`config.mk`:
```
export PLATFORM = sky130hd
export DESIGN_NAME = mul8x8_seq
export DESIGN_NICKNAME = d
export VERILOG_FILES = /design/src/rtl/mul8x8_pkg.sv /design/src/rtl/mul8x8_seq_adder16.sv /design/src/rtl/mul8x8_seq.sv
export SDC_FILE = /design/constraint.sdc
export NUM_CORES = 1
export LEC_CHECK = 0
export ABC_CLOCK_PERIOD_IN_PS = 4900
export BUFFER_PORTS_ARGS = -buffer_cell sky130_fd_sc_hd__buf_2
export CORE_UTILIZATION = 40
export DETAILED_ROUTE_END_ITERATION = 10
export MAX_ROUTING_LAYER = met4
export PLACE_DENSITY = 0.7
export SETUP_SLACK_MARGIN = 0.3
export SYNTH_ARGS = -nofsm -noshare
export SYNTH_HDL_FRONTEND = slang
export SYNTH_SLANG_ARGS = --single-unit
```
`constraint.sdc`:
```
create_clock -name clk -period 4.9 [get_ports clk]
set_clock_uncertainty 0.05 [all_clocks]
set_input_delay 0.98 -clock clk [delete_from_list [all_inputs] [get_ports clk]]
set_output_delay 0.98 -clock clk [all_outputs]
set_load 0.02 [all_outputs]
```
`src/rtl/mul8x8_pkg.sv`:
```
// ============================================================================
// mul8x8_pkg : shared state encoding and widths for the 8x8 sequential multiplier
// Revision   : 1.0
// ============================================================================
`default_nettype none

package mul8x8_pkg;

  typedef enum logic [0:0] {
    IDLE = 1'b0,
    RUN  = 1'b1
  } state_t;

  localparam int OP_W   = 8;
  localparam int PROD_W = 16;
  localparam int CNT_W  = 3;
  localparam logic [CNT_W-1:0] LAST_CNT = 3'd7;

endpackage

`default_nettype wire

```
`src/rtl/mul8x8_seq_adder16.sv`:
```
// ============================================================================
// adder16 : 16-bit combinational adder, result modulo 2^16
// Revision : 1.0
// ============================================================================
`default_nettype none

module adder16 (
  output logic [15:0] out,
  input  logic [15:0] in1,
  input  logic [15:0] in2
);

  assign out = in1 + in2;

endmodule

`default_nettype wire

```
`src/rtl/mul8x8_seq.sv`:
```
// ============================================================================
// mul8x8_seq : sequential 8x8 unsigned shift-and-add multiplier, start/done handshake
// Revision   : 1.0
// ============================================================================
`default_nettype none

module mul8x8_seq
  import mul8x8_pkg::*;
#(
  parameter int unsigned EARLY_EXIT = 0
) (
  input  logic              clk,
  input  logic              rst_n,
  input  logic              start,
  input  logic [OP_W-1:0]   a,
  input  logic [OP_W-1:0]   b,
  output logic              ready,
  output logic              busy,
  output logic              done,
  output logic [PROD_W-1:0] product
);

  state_t              state_q;
  logic [PROD_W-1:0]   mcand_q;
  logic [OP_W-1:0]     mplier_q;
  logic [PROD_W-1:0]   acc_q;
  logic [CNT_W-1:0]    cnt_q;
  logic                done_q;
  logic [PROD_W-1:0]   product_q;

  logic [PROD_W-1:0]   addend_d;
  logic [PROD_W-1:0]   acc_d;
  logic                finish_d;

  assign addend_d = mplier_q[0] ? mcand_q : '0;

  adder16 u_adder16 (
    .out (acc_d),
    .in1 (acc_q),
    .in2 (addend_d)
  );

  // Early exit fires once no set multiplier bits remain after this step.
  assign finish_d = (cnt_q == LAST_CNT) ||
                    ((EARLY_EXIT != 0) && (mplier_q[OP_W-1:1] == '0));

  always_ff @(posedge clk) begin
    if (!rst_n) begin
      state_q   <= IDLE;
      mcand_q   <= '0;
      mplier_q  <= '0;
      acc_q     <= '0;
      cnt_q     <= '0;
      done_q    <= 1'b0;
      product_q <= '0;
    end else begin
      done_q <= 1'b0;
      case (state_q)
        IDLE: begin
          if (start) begin
            mcand_q  <= {{(PROD_W-OP_W){1'b0}}, a};
            mplier_q <= b;
            acc_q    <= '0;
            cnt_q    <= '0;
            state_q  <= RUN;
          end
        end
        RUN: begin
          acc_q    <= acc_d;
          mcand_q  <= mcand_q << 1;
          mplier_q <= mplier_q >> 1;
          cnt_q    <= cnt_q + 3'd1;
          if (finish_d) begin
            product_q <= acc_d;
            done_q    <= 1'b1;
            state_q   <= IDLE;
          end
        end
        default: state_q <= IDLE;
      endcase
    end
  end

  assign ready   = (state_q == IDLE);
  assign busy    = (state_q == RUN);
  assign done    = done_q;
  assign product = product_q;

endmodule

`default_nettype wire

```
Word-level counts from Yosys, hierarchy flattened

Index checks and enable logic that the tools add are counted.
Widths: inputs -> output; s select.

Register bits: 61
Input port bits: 19
Memories: 0
Word-level logic and storage cells: 27
Latch bits: 0
Bits in writable memories: 0
Memory bits (read-only): 0
Output and inout port bits: 19

Shift operators: 0
Reduce and logical (&&, ||, !) cells: 2
Equal/unequal tests: 2
Muxes and demuxes: 13
Bitwise logic cells: 1
Divide/modulo/power cells: 0
Magnitude comparators: 0
Add/subtract/negate cells: 2
Multiply operators: 0

Operator list:

| cell                | number |
|---|---|
| $pmux 16 s2         | 2 |
| $mux 16             | 3 |
| $add 16x16->16      | 1 |
| $pmux 8 s2          | 1 |
| $mux 8              | 1 |
| $pmux 3 s2          | 1 |
| $reduce_and 2->1    | 2 |
| $add 3x1->3 const B | 1 |
| $eq 3x3->1 const B  | 1 |
| $mux 1              | 3 |
| $mux 3              | 1 |
| $ne 2x2->1 const B  | 1 |
| $pmux 1 s2          | 1 |
| $not 1->1           | 1 |

Depth between registers and ports, before layout

Depth after elaboration: 3
Gate-level depth with buffers: 10
Mapped depth without buffers: 9

Cells and area by module

Synthesis repeated with hierarchy kept, for this count alone.

Cell total of the unflattened synthesis: 387
Area total of the unflattened synthesis: 3442.1 sq um

By module, submodules not included:

| module     | times used | seq. area each (sq um) | area an instance (sq um) | cells each |
|---|---|---|---|---|
| mul8x8_seq | 1          | 1221.2                 | 2717.6                   | 289 |
| adder16    | 1          | 0.0                    | 724.4                    | 98 |

Least setup slack after synthesis

OpenSTA, ideal clock, no wires.

Path kind: register -> register
From: reg mplier_q[0]
To: reg acc_q[12]
Clock period less this slack: 2.625 ns
Slack: 2.275 ns
Setup time: 0.117 ns
Data arrival time: 2.458 ns
Cell stages (with the launch flop): 11
Buffers on the path: 1
Data required time: 4.733 ns
Cells stage by stage: dfxtp_1 clkbuf_1 and2_1 ha_1 fa_1 a21o_1 a221oi_2 nor2_2 a221o_1 xor2_1 a22o_1

Longest elaborated chain between the ends: 3

Ends and longest elaborated chain:

| element                | RTL line                 | source |
|---|---|---|
| start, declared        | mul8x8_seq.sv:25         | `logic [OP_W-1:0] mplier_q;` |
| start signal, assigned | mul8x8_seq.sv:71         | `mplier_q <= mplier_q >> 1;` |
| $mux 16                | mul8x8_seq.sv:35         | `assign addend_d = mplier_q[0] ? mcand_q : '0;` |
| $add 16x16->16         | mul8x8_seq_adder16.sv:13 | `assign out = in1 + in2;` |
| $pmux 16 s2            | mul8x8_seq.sv:58         | `case (state_q)` |
| end signal, assigned   | mul8x8_seq.sv:52         | `acc_q <= '0;` |
| end signal, assigned   | mul8x8_seq.sv:63         | `acc_q <= '0;` |
| end signal, assigned   | mul8x8_seq.sv:69         | `acc_q <= acc_d;` |
| end, declared          | mul8x8_seq.sv:26         | `logic [PROD_W-1:0] acc_q;` |

Every way passes these cells.
A chain may end at the register's enable or synchronous reset.

Worst setup path in the final report

From: reg state_q (netlist: busy)
To: out ready

Longest elaborated chain between the ends: 1

Ends and longest elaborated chain:

| element                | RTL line         | source |
|---|---|---|
| start, declared        | mul8x8_seq.sv:23 | `state_t state_q;` |
| start signal, assigned | mul8x8_seq.sv:49 | `state_q <= IDLE;` |
| start signal, assigned | mul8x8_seq.sv:65 | `state_q <= RUN;` |
| start signal, assigned | mul8x8_seq.sv:76 | `state_q <= IDLE;` |
| $not 1->1              | --               |  |
| end, declared          | mul8x8_seq.sv:17 | `output logic ready,` |

Every way passes these cells.

==> flow_summary.json <==
{
  "cts_hold_buf": 0,
  "place_hpwl_um": 4440,
  "ant_nets": 0,
  "ir_drop_mv": 0.160,
  "nets": 399,
  "p_per_area_nw_per_um2": 323,
  "clock-sinks": 61,
  "grt_pass1_wl_um": 11100,
  "netlist_top_cells_count": "dfxtp_1, nand2_1, a21oi_1",
  "critPathLaunchType": "flip-flop",
  "syn_inst": 334,
  "worst_slack_ps": 2050,
  "vias_per_cell": 5.12,
  "cts_setup_buffers": 0,
  "post-route-period-util_pct": 58.1,
  "insertion_delay_ps": 340,
  "worst_pin_slew_ps": 808,
  "status": "finished clean",
  "async_flop_share_pct": 0,
  "power_frac_seq_pct": 45.2,
  "die-area_um2": 8050,
  "synth.distinct_cells": 38,
  "io-pin-count": 38,
  "hold_violations": 0,
  "avgSynthCellArea_um2": 9.22,
  "endpoint_kind": "output pin",
  "initial_core_util_pct": 42.0,
  "ys_ff_latch": 61,
  "gp_congestion": 0.862,
  "pwr-share-clk_pct": 47.9,
  "relSlewSlack_pct": 46.1,
  "min_period_ps": 2850,
  "p_comb_share_pct": 6.9,
  "synthMostInstantiatedCell": "dfxtp_1",
  "vias": 2382,
  "drive_gt1_share_pct": 15.3,
  "rsz0062_at_grt": "false",
  "crit_cells": 3,
  "core_um2": 7330,
  "synth_edf_count": 0,
  "ctsRootBufferMaster": "clkbuf_8",
  "sw_frac_of_total_pct": 21.4,
  "rows": 31,
  "ys_seq_area_share_pct": 39.7,
  "p_sw_uw": 246,
  "cap_violations": 0,
  "grt_max_degree": 40,
  "cpLargestDelayFamily": "buffers and inverters",
  "power_leakage_nw": 1.65,
  "first_pass_iters": 4,
  "worstPathMaxFanout": 39,
  "fin_cells": 465,
  "max-clock-path-buffers": 2,
  "cp_cell_sequence": "buf_4, inv_1, buf_2",
  "gr-total-overflow": 0,
  "portBuffers": 37,
  "ff2ff_path_depth": 9,
  "drt-total-wl_um": 6410,
  "cts_htree_levels": 3,
  "worstPathRequired_ps": 3870,
  "dp_slack_ps": 2080,
  "fin_total_pwr_mw": 1.15,
  "netlist_area_um2": 3080,
  "place_inst": 450,
  "setup_violations": 0,
  "critPathMaxStageDelay_ps": 640,
  "synthToLayoutAreaGrowth_pct": 15.7,
  "grt_antenna_before_repair": 0,
  "yosysTopAreaCell": "dfxtp_1",
  "synth_warnings": 0,
  "drv_slew": 0,
  "cts_tree": "yes",
  "cts_made_buffers": 9,
  "die_w_um": 89.7,
  "syn-num-nets": 371,
  "antennaDiodeCount": 0,
  "min_path_cells": 2,
  "grt_use_total_pct": 17.9,
  "path_clk_slew_ps": 60,
  "intPower_uw": 905,
  "synth_area_leaders": "dfxtp_1, ha_1, mux2i_1, o211a_1, nand2_1",
  "ys.flop_type": "dfxtp_1",
  "fp.dieH_um": 89.7,
  "synth_top_cell_area_share_pct": 39.7,
  "drc": 0,
  "grt_pass1_vias": 2340,
  "crit_slowest_cell": "inv_1",
  "wl_per_cell_um": 13.8,
  "crit_arrival_ps": 1820,
  "cts_resized": 0,
  "crit_type": "reg -> out",
  "max_freq_mhz": 351,
  "setup_tns_ps": 0,
  "drt-initial-drc-count": 118,
  "crit_buf_inv": 3,
  "hp-class": "reg -> reg"
}
-- logic make-up after synthesis --
| logic type | synth area share (%) |
|---|---|
| adders and majority gates | 7.56 |
| buffers and inverters | 3.29 |
| AOI/OAI and AO/OA | 21.6 |
| DFF | 39.7 |
| muxes | 5.85 |
| and+or+nand+nor | 18.6 |
| xor gates and xnor gates | 3.41 |
-- power groups by stage --
| stage | Combinational (mW) | Clock (mW) | Sequential [mW] |
|---|---|---|---|
| after global placement | 0.0787 | 0 | 0.531 |
| final | 0.0793 | 0.551 | 0.520 |
| after global routing | 0.0897 | 0.589 | 0.522 |
| after detailed placement | 0.0802 | 0 | 0.532 |
| after floorplan | 0.0623 | 0 | 0.528 |
| after CTS | 0.0803 | 0.565 | 0.521 |
-- registers in the layout, summed over array words and instances, names as in the netlist --
| name | flops |
|---|---|
| done | 1 |
| product | 16 |
| busy | 1 |
| mcand_q | 16 |
| mplier_q | 8 |
| acc_q | 16 |
| cnt_q | 3 |
-- area by class of cell --
class | count | area, um2
Timing Repair Buffer | 38 | 193
Inverter | 6 | 22.5
Fill cell | 710 | 3770
Clock buffer | 11 | 151
Tap cell | 99 | 124
Multi-Input combinational cell | 246 | 1760
Sequential cell | 61 | 1220
Clock inverter | 4 | 95.1
-- cell usage in the layout, fill, tap and decap left out, types with 3 or more instances in the layout --
cell	count
dfxtp_1	61
nand2_1	37
buf_2	37
a21oi_1	25
and2_1	20
mux2i_1	18
nor2b_1	17
ha_1	17
nor3b_1	16
o211a_1	15
a22o_1	13
o21ai_0	12
clkbuf_8	11
nor2_1	8
xnor2_1	7
inv_1	6
xor2_1	5
a21o_1	4
a221o_1	4
o21ai_1	3
bufinv_16	3
-- tightest hold or removal path, cell delays in order (launching register included) --
cell	delay (ps)
dfxtp_1	320
nand2_1	40
o21ai_0	50
-- worst paths after layout --
kind                                   from    endpoint  slack [ps]
worst max-delay path                   busy       ready        2050
worst min-delay path             product[8]  product[8]         400
worst max register to register  mplier_q[0]   acc_q[12]        2080
worst min register to register   product[8]  product[8]         400
-- per-stage QoR --
stage	util, %	cell area (um2)	hold WS (ps)
6_report	48.6	3560	402
2_1_floorplan	-	3080	382
5_1_grt	48.6	3560	424
4_1_cts	48.6	3560	408
3_3_place_gp	45.2	3320	389
3_5_place_dp	45.2	3320	393
-- metal layers --
layer / global-route usage [%] / wire length, um / vias up
li1: - / - / 1245
met1: 22.2 / 3100 / 1075
met2: 27.4 / 2920 / 49
met3: 4.48 / 259 / 13
met4: 8.33 / 132 / 0
met5: - / 0 / -
Power figures use the tool's default switching activity.
